--- src/rtl/cpu_pkg.sv ---
// Shared definitions for the 5-stage 16-bit pipeline: controller state
// encoding, HLT opcode and the hard-wired zero register.
package cpu_pkg;

    localparam logic [2:0] S_RUN    = 3'd0;
    localparam logic [2:0] S_ISTALL = 3'd1;
    localparam logic [2:0] S_DSTALL = 3'd2;
    localparam logic [2:0] S_DRAIN  = 3'd3;
    localparam logic [2:0] S_HALTED = 3'd4;

    typedef enum logic [2:0] {
        RUN    = S_RUN,
        ISTALL = S_ISTALL,
        DSTALL = S_DSTALL,
        DRAIN  = S_DRAIN,
        HALTED = S_HALTED
    } hz_state_t;

    localparam logic [3:0] OPC_HLT  = 4'hF;
    localparam logic [3:0] REG_ZERO = 4'h0;

    // Drain counter width; covers DRAIN_CYCLES up to 7.
    localparam int DRAIN_W = 3;

endpackage

--- src/rtl/pipe_hazard_ctrl_hazard_detect.sv ---
// Load-use hazard compare between the load in EX and the instruction in ID.
// Purely combinational so the forwarding checker can reuse it unchanged.
module hazard_detect
    import cpu_pkg::*;
(
    input  logic       idex_memread_i,
    input  logic [3:0] idex_rd_i,
    input  logic [3:0] ifid_rs_i,
    input  logic [3:0] ifid_rt_i,
    input  logic       ifid_uses_rt_i,
    output logic       luh_o
);

    // R0 is never a real dependency, so a load targeting it never stalls.
    assign luh_o = idex_memread_i
                 & (idex_rd_i != REG_ZERO)
                 & ((idex_rd_i == ifid_rs_i)
                    | (ifid_uses_rt_i & (idex_rd_i == ifid_rt_i)));

endmodule

--- src/rtl/pipe_hazard_ctrl.sv ---
// Central stall/flush sequencer: drives pipeline register enables/clears for
// load-use, taken-branch, cache-miss and HLT-drain events, and counts cycles
// in which the PC is held.
module pipe_hazard_ctrl
    import cpu_pkg::*;
#(
    parameter int DRAIN_CYCLES = 3,
    parameter int CNT_W        = 16
) (
    input  logic             clk,
    input  logic             rst,
    input  logic [3:0]       ifid_rs,
    input  logic [3:0]       ifid_rt,
    input  logic             ifid_uses_rt,
    input  logic             idex_memread,
    input  logic [3:0]       idex_rd,
    input  logic             branch_taken,
    input  logic             halt_id,
    input  logic             icache_miss,
    input  logic             dcache_miss,
    input  logic             mem_ready,
    output logic             pc_wen,
    output logic             ifid_wen,
    output logic             ifid_flush,
    output logic             idex_wen,
    output logic             idex_flush,
    output logic             exmem_wen,
    output logic             memwb_wen,
    output logic             halted,
    output logic [CNT_W-1:0] stall_cnt
);

    localparam logic [DRAIN_W-1:0] DRAIN_INIT = DRAIN_W'(DRAIN_CYCLES);

    hz_state_t           state_q, state_d;
    logic [DRAIN_W-1:0]  drain_q, drain_d;
    logic                frz_q, frz_d;
    logic [CNT_W-1:0]    stall_cnt_q, stall_cnt_d;
    logic                luh;
    logic                freeze;

    function automatic logic [CNT_W-1:0] sat_inc(input logic [CNT_W-1:0] v);
        return (&v) ? v : v + 1'b1;
    endfunction

    hazard_detect u_hazard_detect (
        .idex_memread_i (idex_memread),
        .idex_rd_i      (idex_rd),
        .ifid_rs_i      (ifid_rs),
        .ifid_rt_i      (ifid_rt),
        .ifid_uses_rt_i (ifid_uses_rt),
        .luh_o          (luh)
    );

    // State, drain counter, drain-freeze flag and stall counter registers.
    always_ff @(posedge clk or posedge rst) begin
        if (rst) begin
            state_q     <= RUN;
            drain_q     <= '0;
            frz_q       <= 1'b0;
            stall_cnt_q <= '0;
        end else begin
            state_q     <= state_d;
            drain_q     <= drain_d;
            frz_q       <= frz_d;
            stall_cnt_q <= stall_cnt_d;
        end
    end

    // Next-state and Mealy enable/flush decode; freeze zeroes every enable.
    always_comb begin
        state_d    = state_q;
        drain_d    = drain_q;
        frz_d      = frz_q;
        freeze     = 1'b0;
        pc_wen     = 1'b1;
        ifid_wen   = 1'b1;
        ifid_flush = 1'b0;
        idex_wen   = 1'b1;
        idex_flush = 1'b0;
        exmem_wen  = 1'b1;
        memwb_wen  = 1'b1;
        halted     = 1'b0;
        unique case (state_q)
            RUN: begin
                if (dcache_miss) begin
                    freeze  = 1'b1;
                    state_d = DSTALL;
                end else if (icache_miss) begin
                    pc_wen     = 1'b0;
                    ifid_flush = 1'b1;
                    state_d    = ISTALL;
                end else if (luh) begin
                    // Outranks branch_taken: the branch re-resolves next
                    // cycle once the loaded value can be forwarded.
                    pc_wen     = 1'b0;
                    ifid_wen   = 1'b0;
                    idex_flush = 1'b1;
                end else if (branch_taken) begin
                    ifid_flush = 1'b1;
                end else if (halt_id) begin
                    pc_wen     = 1'b0;
                    ifid_wen   = 1'b0;
                    idex_flush = 1'b1;
                    drain_d    = DRAIN_INIT;
                    frz_d      = 1'b0;
                    state_d    = DRAIN;
                end
            end
            DSTALL: begin
                if (mem_ready) begin
                    state_d = RUN;
                end else begin
                    freeze = 1'b1;
                end
            end
            ISTALL: begin
                if (dcache_miss) begin
                    // Fetch re-requests its line after the data fill.
                    freeze  = 1'b1;
                    state_d = DSTALL;
                end else if (mem_ready) begin
                    state_d = RUN;
                end else begin
                    pc_wen     = 1'b0;
                    ifid_flush = 1'b1;
                end
            end
            DRAIN: begin
                if ((frz_q && !mem_ready) || (!frz_q && dcache_miss)) begin
                    freeze = 1'b1;
                    frz_d  = 1'b1;
                end else begin
                    frz_d      = 1'b0;
                    pc_wen     = 1'b0;
                    ifid_wen   = 1'b0;
                    idex_flush = 1'b1;
                    drain_d    = drain_q - 1'b1;
                    if (drain_q <= DRAIN_W'(1)) begin
                        drain_d = '0;
                        state_d = HALTED;
                    end
                end
            end
            HALTED: begin
                freeze = 1'b1;
                halted = 1'b1;
            end
            default: begin
                state_d = RUN;
            end
        endcase
        if (freeze) begin
            pc_wen     = 1'b0;
            ifid_wen   = 1'b0;
            ifid_flush = 1'b0;
            idex_wen   = 1'b0;
            idex_flush = 1'b0;
            exmem_wen  = 1'b0;
            memwb_wen  = 1'b0;
        end
        // Outputs take their reset values immediately while rst is high;
        // ID/EX is cleared so the pipe restarts on a bubble.
        if (rst) begin
            pc_wen     = 1'b1;
            ifid_wen   = 1'b1;
            ifid_flush = 1'b0;
            idex_wen   = 1'b1;
            idex_flush = 1'b1;
            exmem_wen  = 1'b1;
            memwb_wen  = 1'b1;
            halted     = 1'b0;
        end
    end

    // Count held-PC cycles outside HALTED, saturating at all-ones.
    always_comb begin
        stall_cnt_d = stall_cnt_q;
        if (!pc_wen && (state_q != HALTED)) begin
            stall_cnt_d = sat_inc(stall_cnt_q);
        end
    end

    assign stall_cnt = stall_cnt_q;

endmodule
--- config.mk ---
export PLATFORM = sky130hd
export DESIGN_NAME = pipe_hazard_ctrl
export DESIGN_NICKNAME = d
export VERILOG_FILES = /design/src/rtl/cpu_pkg.sv /design/src/rtl/pipe_hazard_ctrl_hazard_detect.sv /design/src/rtl/pipe_hazard_ctrl.sv
export SDC_FILE = /design/constraint.sdc
export NUM_CORES = 1
export LEC_CHECK = 0
export ABC_AREA = 1
export CAP_MARGIN = 40
export CORE_MARGIN = 2
export CORE_UTILIZATION = 25
export DETAILED_ROUTE_END_ITERATION = 7
export GPL_TIMING_DRIVEN = 0
export MAX_ROUTING_LAYER = met4
export SLEW_MARGIN = 20
export SYNTH_ARGS = -nofsm -noshare
export SYNTH_HDL_FRONTEND = slang
export SYNTH_SLANG_ARGS = --single-unit
--- constraint.sdc ---
create_clock -name clk -period 2.29 [get_ports clk]
set_clock_uncertainty 0.2 [all_clocks]
set_input_delay 0.458 -clock clk [delete_from_list [all_inputs] [get_ports clk]]
set_output_delay 0.458 -clock clk [all_outputs]
set_load 0.005 [all_outputs]
-- Word-level counts from Yosys, hierarchy flattened
Index checks and enable logic that the tools add are counted.
- memory bits (read-only): 0
- logic and storage cells: 107
- RAM bits: 0
- bits in registers: 23
- memories: 0
- input bits: 21
- latch bits: 0
- output and inout bits: 24
- bitwise gates (word level): 6
- div/mod/pow operators: 0
- multiplexer cells: 61
- shift-type cells: 0
- equal/unequal tests: 17
- add/sub/neg operators: 2
- multiply operators: 0
- reduce and logical (&&, ||, !) cells: 16
- magnitude comparators: 1
- operators by type and width (operator ; number):
    $mux 1 ; 40
    $mux 3 ; 13
    $add 16x1->16 const B ; 1
    $reduce_and 16->1 ; 1
    $pmux 3 s5 ; 1
    $ne 2x2->1 const B ; 7
    $ne 4x4->1 const B ; 3
    $reduce_and 6->1 ; 2
    $eq 4x4->1 ; 2
    $pmux 1 s2 ; 4
    $reduce_and 7->1 ; 1
    $eq 3x2->1 const B ; 2
    $pmux 3 s2 ; 1
    $pmux 1 s4 ; 1
    $reduce_bool 4->1 ; 1
    $and 1x1->1 ; 3
    $eq 3x1->1 const B ; 1
    $eq 3x3->1 const B ; 1
    $le 3x1->1 const B ; 1
    $logic_and 1x1->1 ; 3
    $logic_not 1->1 ; 3
    $logic_not 3->1 ; 1
    $ne 3x3->1 const B ; 1
    $pmux 1 s3 ; 1
    7 further kinds ; 8

-- Logic depth before layout (Yosys ltp)
- depth after elaboration: 13
- gate-level depth with buffers: 16
- gate-level depth less buffers: 15

-- Hierarchy
From an unflattened synthesis, not the netlist that was laid out.
- cell total of the unflattened synthesis: 287
- area, all modules: 1819.2 um2
- modules (own cells, without submodules) (module ; cells each ; seq. area each (um2) ; area each (um2) ; times used):
    pipe_hazard_ctrl ; 245 ; 575.6 ; 1645.3 ; 1
    hazard_detect ; 42 ; 0.0 ; 173.9 ; 1

-- Worst setup path after synthesis
No wires, ideal clock.
- path kind: in2out
- from: in rst
- to: out pc_wen
- required time: 1.632 ns
- arrival: 1.564 ns
- stages on the path: 6
- buffers on the path: 2
- path slack: 0.068 ns
- cells stage by stage: inv_1 > nand2_2 > nand2_2 > buf_6 > buf_8 > inv_1
- word-level cells in the longest chain between the ends: 1
- RTL lines (item ; RTL line ; RTL):
    from (decl) ; pipe_hazard_ctrl.sv:11 ; input logic rst,
    $mux 1 ; pipe_hazard_ctrl.sv:164 ; if (rst) begin
    to (decl) ; pipe_hazard_ctrl.sv:22 ; output logic pc_wen,
Every way passes these cells.

-- Worst setup path in the final report
- from: reg state_q[0]
- to: out pc_wen
- word-level cells in the longest chain between the ends: 5
- elaborated cells between the ends (all ways): 10
- classes of those cells: 4 x eq/ne; 4 x mux; 2 x reduce/logical
- RTL lines (item ; RTL line ; RTL):
    from (decl) ; pipe_hazard_ctrl.sv:35 ; hz_state_t state_q, state_d;
    from (signal assigned) ; pipe_hazard_ctrl.sv:63 ; state_q <= state_d;
    $eq 3x1->1 or $logic_not 3->1 (tied branches) ; pipe_hazard_ctrl.sv:84 ; unique case (state_q)
    $reduce_or 2->1 (no source line) ; - ;
    $pmux 1 s4 ; pipe_hazard_ctrl.sv:84 ;
    $mux 1 (*) ; pipe_hazard_ctrl.sv:153 ; if (freeze) begin
    $mux 1 (*) ; pipe_hazard_ctrl.sv:164 ;
Mark *: on every way between the ends. The rest lies on a longest branch, timed or not.

==> summary.md <==
| Metric | Value |
|---|---|
| Outcome | `finished with violations` |
| Violated checks | `negative setup slack` |
| Count of port buffers added during placement | `44` |
| Cell repeated most along the worst path | `inv_2` |
| Number of routed nets with antenna violations | `0` |
| Post-Route Hold Slack | `roughly 280 ps` |
| Clock root buffer | `clkbuf_8` |
| Number of remaining DRC errors | `0` |
| Global routing usage summed across all routing layers | `0.128` |
| Initial core utilization | `0.259` |
| Leak Pwr | `roughly 0.0013 uW` |
| Part of the power in the clock network | `0.108` |
| Synth async-reset ratio | `1.00` |
| Average detailed-routed wire length per instance | `between 10 and 15 um` |
| Startpoint kind of the worst setup timing path | `flip-flop` |
| Post-synthesis net count | `between 200 and 300` |
| Maximum buffer depth of the clock tree | `2` |
| Delay-heaviest family, CP | `simple AND/OR/NAND/NOR gates` |
| Post-synth cell types | `31` |
| # clock sinks | `23` |
| WS Path Type | `flip-flop to output port` |
| Warning count from the yosys run | `0` |
| Fraction of final layout cells with drive strength greater than 1 | `0.292` |
| FF+latch count, synth | `23` |
| CTS Buf Count | `3` |
| Most common cell after layout, fill and taps aside | `nand2_1` |
| Fraction of power consumed by combinational cells | `0.620` |
| Initial antenna violation count | `0` |
| Via count of the first global-routing pass | `approximately 1700` |
| Deepest level of the CTS H-tree | `1` |
| Top achievable clock speed | `407 MHz` |
| Switching power summed over all nets | `between 900 and 1000 uW` |
| DRC marker count from the first detailed-route iteration | `roughly 110` |
| Die outline area | `approximately 0.0078 mm2` |
| Slew at the pin with the worst max-slew slack | `351 ps` |
| Final weighted congestion in routability-driven placement | `just over 0.8` |
| Final Net Count | `349` |
| Total Neg Setup Slack | `-416 ps` |
| Maximum number of pins on one net before global-route repair | `14` |
| Seq/Total Area, Yosys | `0.326` |
| Clock transition at the registers of the reported paths | `80 ps` |
| Sequential group share of total power | `0.272` |
| Hold crit path type | `primary input to asynchronous set/reset pin` |
| Final HPWL DP | `roughly 3.5 mm` |
| Cell count after synthesis | `approximately 260` |
| Worst-case register-to-register setup slack | `about 60 ps` |
| Antenna cells | `0` |
| Predominant post-synthesis flop cell | `dfrtp_1` |
| Number of flops mapped to enable cells by yosys | `0` |
| Wirelength, routed | `4.82 mm` |
| Endpoint required time on the critical path | `about 1600 ps` |
| Number of buffer and inverter stages on the critical path | `6` |
| Delay of the slowest critical-path stage | `roughly 400 ps` |
| Endpoint kind of the worst setup timing path | `output port` |
| X dimension of the die | `88.1 um` |
| Crit path setup slack, layout | `-170 ps` |
| Arrival time of data at the critical path endpoint | `approximately 1800 ps` |
| First-pass GRT wire length | `between 7 and 8 mm` |
| Number of max-slew violations in the final report | `0` |
| Peak supply drop | `0.395 mV` |
| Unrepaired setup endpoints after global routing | `true` |
| Headroom to the max-slew limit | `0.765` |
| TritonRoute pass-1 iters | `5` |
| Area occupied by multi-input gates | `~0.0010 mm2` |
| Worst Reg2Reg Path Length in Cells | `14` |
| Final setup fails | `5` |
| Number of placed I/O pins | `45` |
| Maximum net fanout on the critical path | `4` |
| CTS tree | `yes` |
| Hold violation count in the final report | `0` |
| Total via count in the routed design | `1849` |
| Time the worst path needs with I/O delays and setup | `2460 ps` |
| Syn-to-layout area delta | `46.9%` |
| Slowest CP cell | `dfrtp_1` |
| Power density cells | `approximately 890 mW/mm2` |
| Critical Path, Cell by Cell | `inv_2 > nor3_4 > inv_2 > nor2_2 > inv_1 > a21oi_1 > nand2_2 > nand2_4 > buf_6 > inv_2 > buf_6` |
| Sw frac | `0.421` |
| Skew-Pair Late Insertion Delay | `around 260 ps` |
| Number of maximum-capacitance constraint violations | `0` |
| Area of all sequential standard cells | `approximately 580 um2` |
| R2R Path Start | `state_q[0]` |
| Final critical-path share of the clock period | `1.07` |
| Std cell rows | `30` |
| Number of vias per cell after detailed routing | `between 4 and 5` |
| Total congestion overflow after global routing | `0` |
| End of the worst register-to-register path | `stall_cnt[9]` |
| Syn_area_per_cell | `6.87 um2` |
| Core Area | `about 0.0068 mm2` |
| Commonest non-fill, non-tap cells in the layout | `72 x nand2_1, 28 x inv_1, 21 x dfrtp_1` |
| Combined area of all synthesized cells | `between 0.0015 and 0.002 mm2` |
| Internal | `1340 uW` |
| Floorplan die height | `88.1 um` |
| Layout fillers | `approximately 740` |
-- area by class of cell --
class                           instances  share of cell area
Multi-Input combinational cell        183               0.400
Sequential cell                        23               0.223
Timing Repair Buffer                   65               0.222
Inverter                               43              0.0636
Tap cell                               96              0.0463
Buffer                                  7              0.0275
Clock buffer                            3              0.0159
Clock inverter                          1             0.00193
-- through the flow --
stage	setup WS, ps	power, uW	area (um2)	utilization	cells
floorplan	68.3	1310	1770	-	257
global placement	-1230	1700	2330	0.341	397
detailed placement	-976	1720	2340	0.343	398
finish	-170	2320	2590	0.380	421
global route	-274	2510	2590	0.380	421
CTS	-181	2210	2510	0.368	419
-- logic make-up (layout without fill, tap and decap cells) --
family / Yosys count / in the layout / synth area share
adders and majority gates: 2 / 2 / 0.0142
and+or+nand+nor: 148 / 148 / 0.390
xor gates and xnor gates: 15 / 15 / 0.0744
AOI/OAI and AO/OA: 18 / 18 / 0.0623
buffers and inverters: 51 / 119 / 0.134
DFF: 23 / 23 / 0.326
-- flip-flops by register name, indices dropped and copies added (netlist names) --
name,count
state_q,3
frz_q,1
drain_q,3
stall_cnt,16
-- cells in the mapped netlist (2+ instances only) --
cell type,instances,area share
nand2_1,76,0.16
inv_1,38,0.081
dfrtp_1,23,0.33
nor2_1,23,0.049
nand4_1,17,0.060
nand3_1,14,0.040
xor2_1,11,0.055
o21ai_0,10,0.028
inv_2,5,0.011
nor4_1,5,0.018
buf_4,4,0.017
xnor2_1,4,0.020
a21oi_1,3,0.0085
nand2_2,3,0.011
buf_6,2,0.013
ha_1,2,0.014
nor2_2,2,0.0071
o21a_1,2,0.0085
-- power by group through the flow --
stage / Combinational (uW) / Sequential, uW / Clock [uW]
after floorplan: 711 / 602 / 0
after global placement: 1080 / 621 / 0
after detailed placement: 1100 / 626 / 0
after CTS: 1320 / 623 / 268
after global routing: 1580 / 650 / 277
final: 1440 / 632 / 251
-- timing repair --
| action | 4_1_cts | 5_1_grt |
|---|---|---|
| hold buffers | 0 | 0 |
| cloned | 0 | 1 |
| setup endpoints to repair | 9 | 24 |
| buffers inserted | 18 | 7 |
| resized for setup | 113 | 23 |
| pin swaps | 19 | 12 |
-- worst max-delay path by stage --
| stage | from | to | slack, ps | depth (start not counted) |
|---|---|---|---|---|
| after global routing | state_q[1] | pc_wen | -270 | 10 |
| after floorplan | rst | pc_wen | 70 | 6 |
| after global placement | rst | pc_wen | -1230 | 8 |
| after CTS | state_q[1] | pc_wen | -180 | 12 |
| after detailed placement | dcache_miss | pc_wen | -980 | 13 |
| final | state_q[0] | pc_wen | -170 | 11 |
-- tightest hold or removal path, delay by kind of cell --
kind,cells,cell delay (ps)
buffers and inverters,3,640
-- routing by layer --
| metal | track usage | vias to the layer above | share of wire |
|---|---|---|---|
| li1 | - | 957 | - |
| met1 | 0.159 | 863 | 0.47 |
| met2 | 0.229 | 27 | 0.50 |
| met3 | 0.0113 | 2 | 0.017 |
| met4 | 0.0248 | 0 | 0.0054 |
| met5 | - | - | 0 |
(Power assumes the default switching activity.)
